File: src/rtl/logic_unit_pipe.sv
// logic_unit_pipe
//    Two-stage pipelined logic unit: bitwise, shift and rotate operations on
//    two WIDTH-bit operands, with valid/ready handshakes on both sides.
//
//    Optional feature macro: LOGU_ROTATE_EN
//       defined   : opcodes 110/111 rotate left/right, err is always 0
//       undefined : opcodes 110/111 give result 0 and err 1, no rotate logic
//
//    Ports
//       clk        rising-edge clock
//       rst_n      asynchronous, active-low reset
//       in_valid   operand/opcode presented
//       in_ready   block accepts when in_valid && in_ready
//       a, b       operands; b[SHW-1:0] is the shift/rotate amount
//       opsel      operation select
//       out_valid  result presented
//       out_ready  consumer accepts when out_valid && out_ready
//       result     operation result
//       zero       result == 0
//       parity     XOR-reduction of result
//       err        opcode not supported in this build
//       ops_done   count of results consumed (wraps)
module logic_unit_pipe #(
   parameter int WIDTH = 8,
   parameter int SHW   = $clog2(WIDTH),
   parameter int CNTW  = 16
) (
   input  logic             clk,
   input  logic             rst_n,
   input  logic             in_valid,
   output logic             in_ready,
   input  logic [WIDTH-1:0] a,
   input  logic [WIDTH-1:0] b,
   input  logic [2:0]       opsel,
   output logic             out_valid,
   input  logic             out_ready,
   output logic [WIDTH-1:0] result,
   output logic             zero,
   output logic             parity,
   output logic             err,
   output logic [CNTW-1:0]  ops_done
);

   logic             s1_valid;
   logic [WIDTH-1:0] s1_a;
   logic [WIDTH-1:0] s1_b;
   logic [2:0]       s1_op;
   logic             s2_valid;

   logic             s1_load;
   logic             s2_load;
   logic [SHW-1:0]   sh;
   logic [WIDTH-1:0] c_result;
   logic             c_err;

`ifdef LOGU_ROTATE_EN
   logic [2*WIDTH-1:0] rotl_w;
   logic [2*WIDTH-1:0] rotr_w;
`endif

   // Each stage loads when it is empty or its contents move on this cycle.
   assign s2_load   = !s2_valid || out_ready;
   assign s1_load   = !s1_valid || s2_load;
   assign in_ready  = s1_load;
   assign out_valid = s2_valid;
   assign sh        = s1_b[SHW-1:0];

   always_comb begin
      c_result = '0;
      c_err    = 1'b0;
`ifdef LOGU_ROTATE_EN
      // Shifting the doubled operand wraps the bits around; amount 0 yields a.
      rotl_w = {s1_a, s1_a} << sh;
      rotr_w = {s1_a, s1_a} >> sh;
`endif
      case (s1_op)
         3'b000: c_result = s1_a & s1_b;
         3'b001: c_result = s1_a | s1_b;
         3'b010: c_result = s1_a ^ s1_b;
         3'b011: c_result = ~s1_a;
         3'b100: c_result = s1_a << sh;
         3'b101: c_result = s1_a >> sh;
`ifdef LOGU_ROTATE_EN
         3'b110: c_result = rotl_w[2*WIDTH-1:WIDTH];
         3'b111: c_result = rotr_w[WIDTH-1:0];
`else
         3'b110,
         3'b111: c_err = 1'b1;
`endif
      endcase
   end

   always_ff @(posedge clk or negedge rst_n) begin
      if (!rst_n) begin
         s1_valid <= 1'b0;
         s1_a     <= '0;
         s1_b     <= '0;
         s1_op    <= '0;
         s2_valid <= 1'b0;
         result   <= '0;
         zero     <= 1'b0;
         parity   <= 1'b0;
         err      <= 1'b0;
         ops_done <= '0;
      end else begin
         if (s1_load) begin
            s1_valid <= in_valid;
            if (in_valid) begin
               s1_a  <= a;
               s1_b  <= b;
               s1_op <= opsel;
            end
         end
         // Output registers only change when real data arrives, so a bubble
         // leaves the last result in place.
         if (s2_load) begin
            s2_valid <= s1_valid;
            if (s1_valid) begin
               result <= c_result;
               zero   <= (c_result == '0);
               parity <= ^c_result;
               err    <= c_err;
            end
         end
         if (s2_valid && out_ready)
            ops_done <= ops_done + CNTW'(1);
      end
   end

endmodule

File: config.mk
export PLATFORM = sky130hd
export DESIGN_NAME = logic_unit_pipe
export DESIGN_NICKNAME = d
export VERILOG_FILES = /design/src/rtl/logic_unit_pipe.sv
export SDC_FILE = /design/constraint.sdc
export NUM_CORES = 1
export LEC_CHECK = 0
export ABC_CLOCK_PERIOD_IN_PS = 3400
export CORE_ASPECT_RATIO = 1.5
export CORE_MARGIN = 1
export CORE_UTILIZATION = 53
export DETAILED_ROUTE_END_ITERATION = 7
export PLACE_DENSITY = 0.8
export SYNTH_ARGS = -nofsm -noshare
export SYNTH_HDL_FRONTEND = slang
export SYNTH_SLANG_ARGS = --single-unit
File: constraint.sdc
create_clock -name clk -period 3.4 [get_ports clk]
set_input_delay 0.51 -clock clk [delete_from_list [all_inputs] [get_ports clk]]
set_output_delay 0.51 -clock clk [all_outputs]
set_load 0.1 [all_outputs]
==> results.toml <==
[run_status]
outcome = "finished clean"

[critical_path]
worstRegToRegCells = 8
critical-path-top-delay-family = "flip-flops"
worst-endpoint-required_ns = 3.57
critical-path-top-cell-by-count = "sky130_fd_sc_hd__xnor2_1"
worstSetupPathType = "reg -> reg"
critPathBufInv = 0
crit_arrival_ns = 2.93
critical_path.max_fanout = 25
timing.critical_path.cells = "nand3b_1 > nor2_1 > and2_1 > a211oi_2 > ha_1 > xnor2_1 > xnor2_1 > o21ai_0"
timing.critical_path.to_type = "register"
max_stage_delay_ns = 0.92
reg2reg_from = "s1_op[0]"
slowest_stage = "sky130_fd_sc_hd__dfrtp_1"
rr_endpoint = "parity"
worst_setup_path_start_kind = "register"
register_to_register_setup_slack_ns = 0.65

[logic_synthesis]
post_synth.cell_area_avg_sq_um = 10.9
synthFlopType = "sky130_fd_sc_hd__dfrtp_1"
post_synth_inst_count = 277
synthesis.nets = 322
ys_types = 42
yosysWarningCount = 0
synth_edf_count = 0
synth-async-reset-ratio_pct = 100
ys_seq_area_share_pct = 39.9
flop_and_latch_count_out_of_synthesis = 48
syn_area_sq_um = 3010

[timing]
hold_violations = 0
grt_setup_unrepaired = "false"
tightest_slew_ns = 1.00
maxClockFrequency_ghz = 0.363
setup_tns_final_ns = 0
final_worst_clock_skew_ns = 0.00866
post_route_fraction_of_the_period_consumed_by_the_critical_path_pct = 81.0
final_period_minus_worst_setup_slack_ns = 2.75
hold_ws_ns = 0.355
setup_viol = 0
timing.slew.headroom_pct = 33.1
timing.final.max_slew_violations = 0

[drt]
detail_route.wl_per_cell_um = 14.3
firstDrtPassIters = 4
residual_antenna_violating_net_count_after_detailed_routing = 0
drt_drc_violations_left = 0
via_count = 2167
initialDrtViolationCount = 104
wl_um = 5650
detail_route.vias_per_cell = 5.47

[clock_tree]
cts_hold_buffers = 0
cts.repair.resized = 0
later_pin_clock_latency_in_the_skew_report_ns = 0.31
htree_num_levels = 2
cts.sinks = 48
cts_setup_buffers = 0
clk_path_buf_depth = 2
clkTransAtPathRegs_ns = 0.09
clock_tree_from_tritoncts = "done"
cts-buffers-inserted = 5
cts-root-buf = "sky130_fd_sc_hd__clkbuf_8"

[die]
fp-row-count = 33
core-area_sq_um = 5450
floorplan_die_height_um = 94.3
dieArea_sq_um = 5990
start_util_pct = 55.2
pin_count = 52
die_width_um = 63.5

[cells_and_area]
num-nets-final = 370
final.fill_count = 474
fin_cells = 396
area_growth_pct = 21.5
area.sequential_sq_um = 1200
stdcell_area_sq_um = 3650
area_of_combinational_cells_with_multiple_inputs_sq_um = 1650
final_layout_size_suffix_gt1_share_pct = 15.0
antenna_cells_inserted = 0

[global_route]
via_count_of_the_first_global_routing_pass = 2086
tot_gr_track_use_pct = 20.7
first_pass_grt_wire_length_um = 9620
global_route.overflow_total = 0
antenna_found_initial = 0
grt_max_degree = 49

[power]
power_density_nw_per_um2 = 698
power.leakage_nw = 1.62
worst_ir_drop_vdd_v = 0.000545

[min_path]
worst_hold_path_type = "in -> async"

[placement]
gp_congestion = 0.943
hpwl_um = 4380
placed_cell_area_sq_um = 3530
place.detailed.instances = 388
io_buffer_count = 51

[run]
max_cap_viol_count = 0
-- cells in the mapped netlist, drive strengths merged (5+ instances only) --
cell type / count / share of area, %
dfrtp: 48 / 40
inv: 23 / 2.9
ha: 22 / 9.2
nand2: 22 / 2.7
mux2: 21 / 7.9
nor2: 17 / 2.1
o21ai: 15 / 2.5
xnor2: 15 / 4.4
mux2i: 12 / 4.0
buf: 10 / 2.3
nand3: 10 / 1.7
a211oi: 9 / 2.9
mux4: 8 / 6.0
nand2b: 5 / 1.0
-- flip-flops by register name, summed over array words and instances (netlist names), 3 cells and up --
register,count
ops_done,16
result,8
s1_a,8
s1_b,8
s1_op,3
-- cell type report --
| type | count | share of cell area, % |
|---|---|---|
| clock buffer | 6 | 2.26 |
| clock inverter | 2 | 1.06 |
| inverter | 23 | 2.36 |
| multi-input combinational | 195 | 45.1 |
| sequential | 48 | 32.9 |
| tap | 70 | 2.40 |
| timing repair buffer | 52 | 14.0 |
-- metrics by stage --
stage | power [mW] | setup slack [ns] | utilization [%]
global placement | 2.12 | 0.757 | 64.8
finish | 2.55 | 0.646 | 67.0
CTS | 2.57 | 0.643 | 67.0
floorplan | 1.84 | 0.0309 | -
global route | 2.69 | 0.451 | 67.0
detailed placement | 2.14 | 0.667 | 64.8
-- routing by layer --
layer | share of wire (%) | GRT usage, % | up-vias
li1 | - | - | 1066
met1 | 41 | 24.4 | 1036
met5 | 0 | 0 | -
met3 | 2.7 | 2.91 | 11
met2 | 53 | 36.0 | 54
met4 | 3.1 | 11.0 | 0
-- where the power goes --
part           switching, mW  internal (mW)
Clock                  0.190          0.240
Combinational          0.861          0.432
Sequential             0.146          0.680
Total                   1.20           1.35
-- worst register-to-register path: cells and delay by family (launching register included) --
kind	cells	cell delay, ns
AOI/OAI and AO/OA	2	0.14
adders and majority gates	1	0.33
xor gates and xnor gates	2	0.30
and+or+nand+nor	3	0.91
DFF	1	0.92
-- cell families (layout without fill, tap and decap cells) --
logic type / Yosys count / count (layout) / share of synthesized area (%)
muxes: 41 / 41 / 17.8
buffers and inverters: 34 / 83 / 5.32
DFF: 48 / 48 / 39.9
xor gates and xnor gates: 18 / 18 / 5.24
adders and majority gates: 22 / 22 / 9.15
and+or+nand+nor: 73 / 73 / 12.4
AOI/OAI and AO/OA: 41 / 41 / 10.1
-- worst max-delay path by stage --
stage	cells after the start	to	from
after floorplan	4	s1_a[6]	out_valid
after global placement	8	parity	s1_op[0]
after detailed placement	8	parity	s1_op[0]
after CTS	8	parity	s1_op[0]
after global routing	8	parity	s1_op[0]
final	8	parity	s1_op[0]
-- layout by cell type, fill, tap and decap left out, drive strengths merged --
master	synthesis	layout
clkdlybuf4s50	0	49
dfrtp	48	48
inv	23	23
nand2	22	22
ha	22	22
mux2	21	21
nor2	17	17
xnor2	15	15
o21ai	15	15
mux2i	12	12
nand3	10	10
a211oi	9	9
mux4	8	8
clkbuf	1	6
nand2b	5	5
a21oi	4	4
and3	4	4
and2	4	4
nor2b	3	3
xor2	3	3
buf	10	3
nand3b	2	2
o211ai	2	2
a22o	2	2
nand4	2	2
a221oi	2	2
nor4b	1	1
and4bb	1	1
nor3	1	1
o221a	1	1
a2111oi	1	1
a211o	1	1
a221o	1	1
a32o	1	1
a21o	1	1
and4	1	1
a21boi	1	1
bufinv	0	1
clkinv	0	1
No activity file was read; power rests on OpenSTA's default activity.
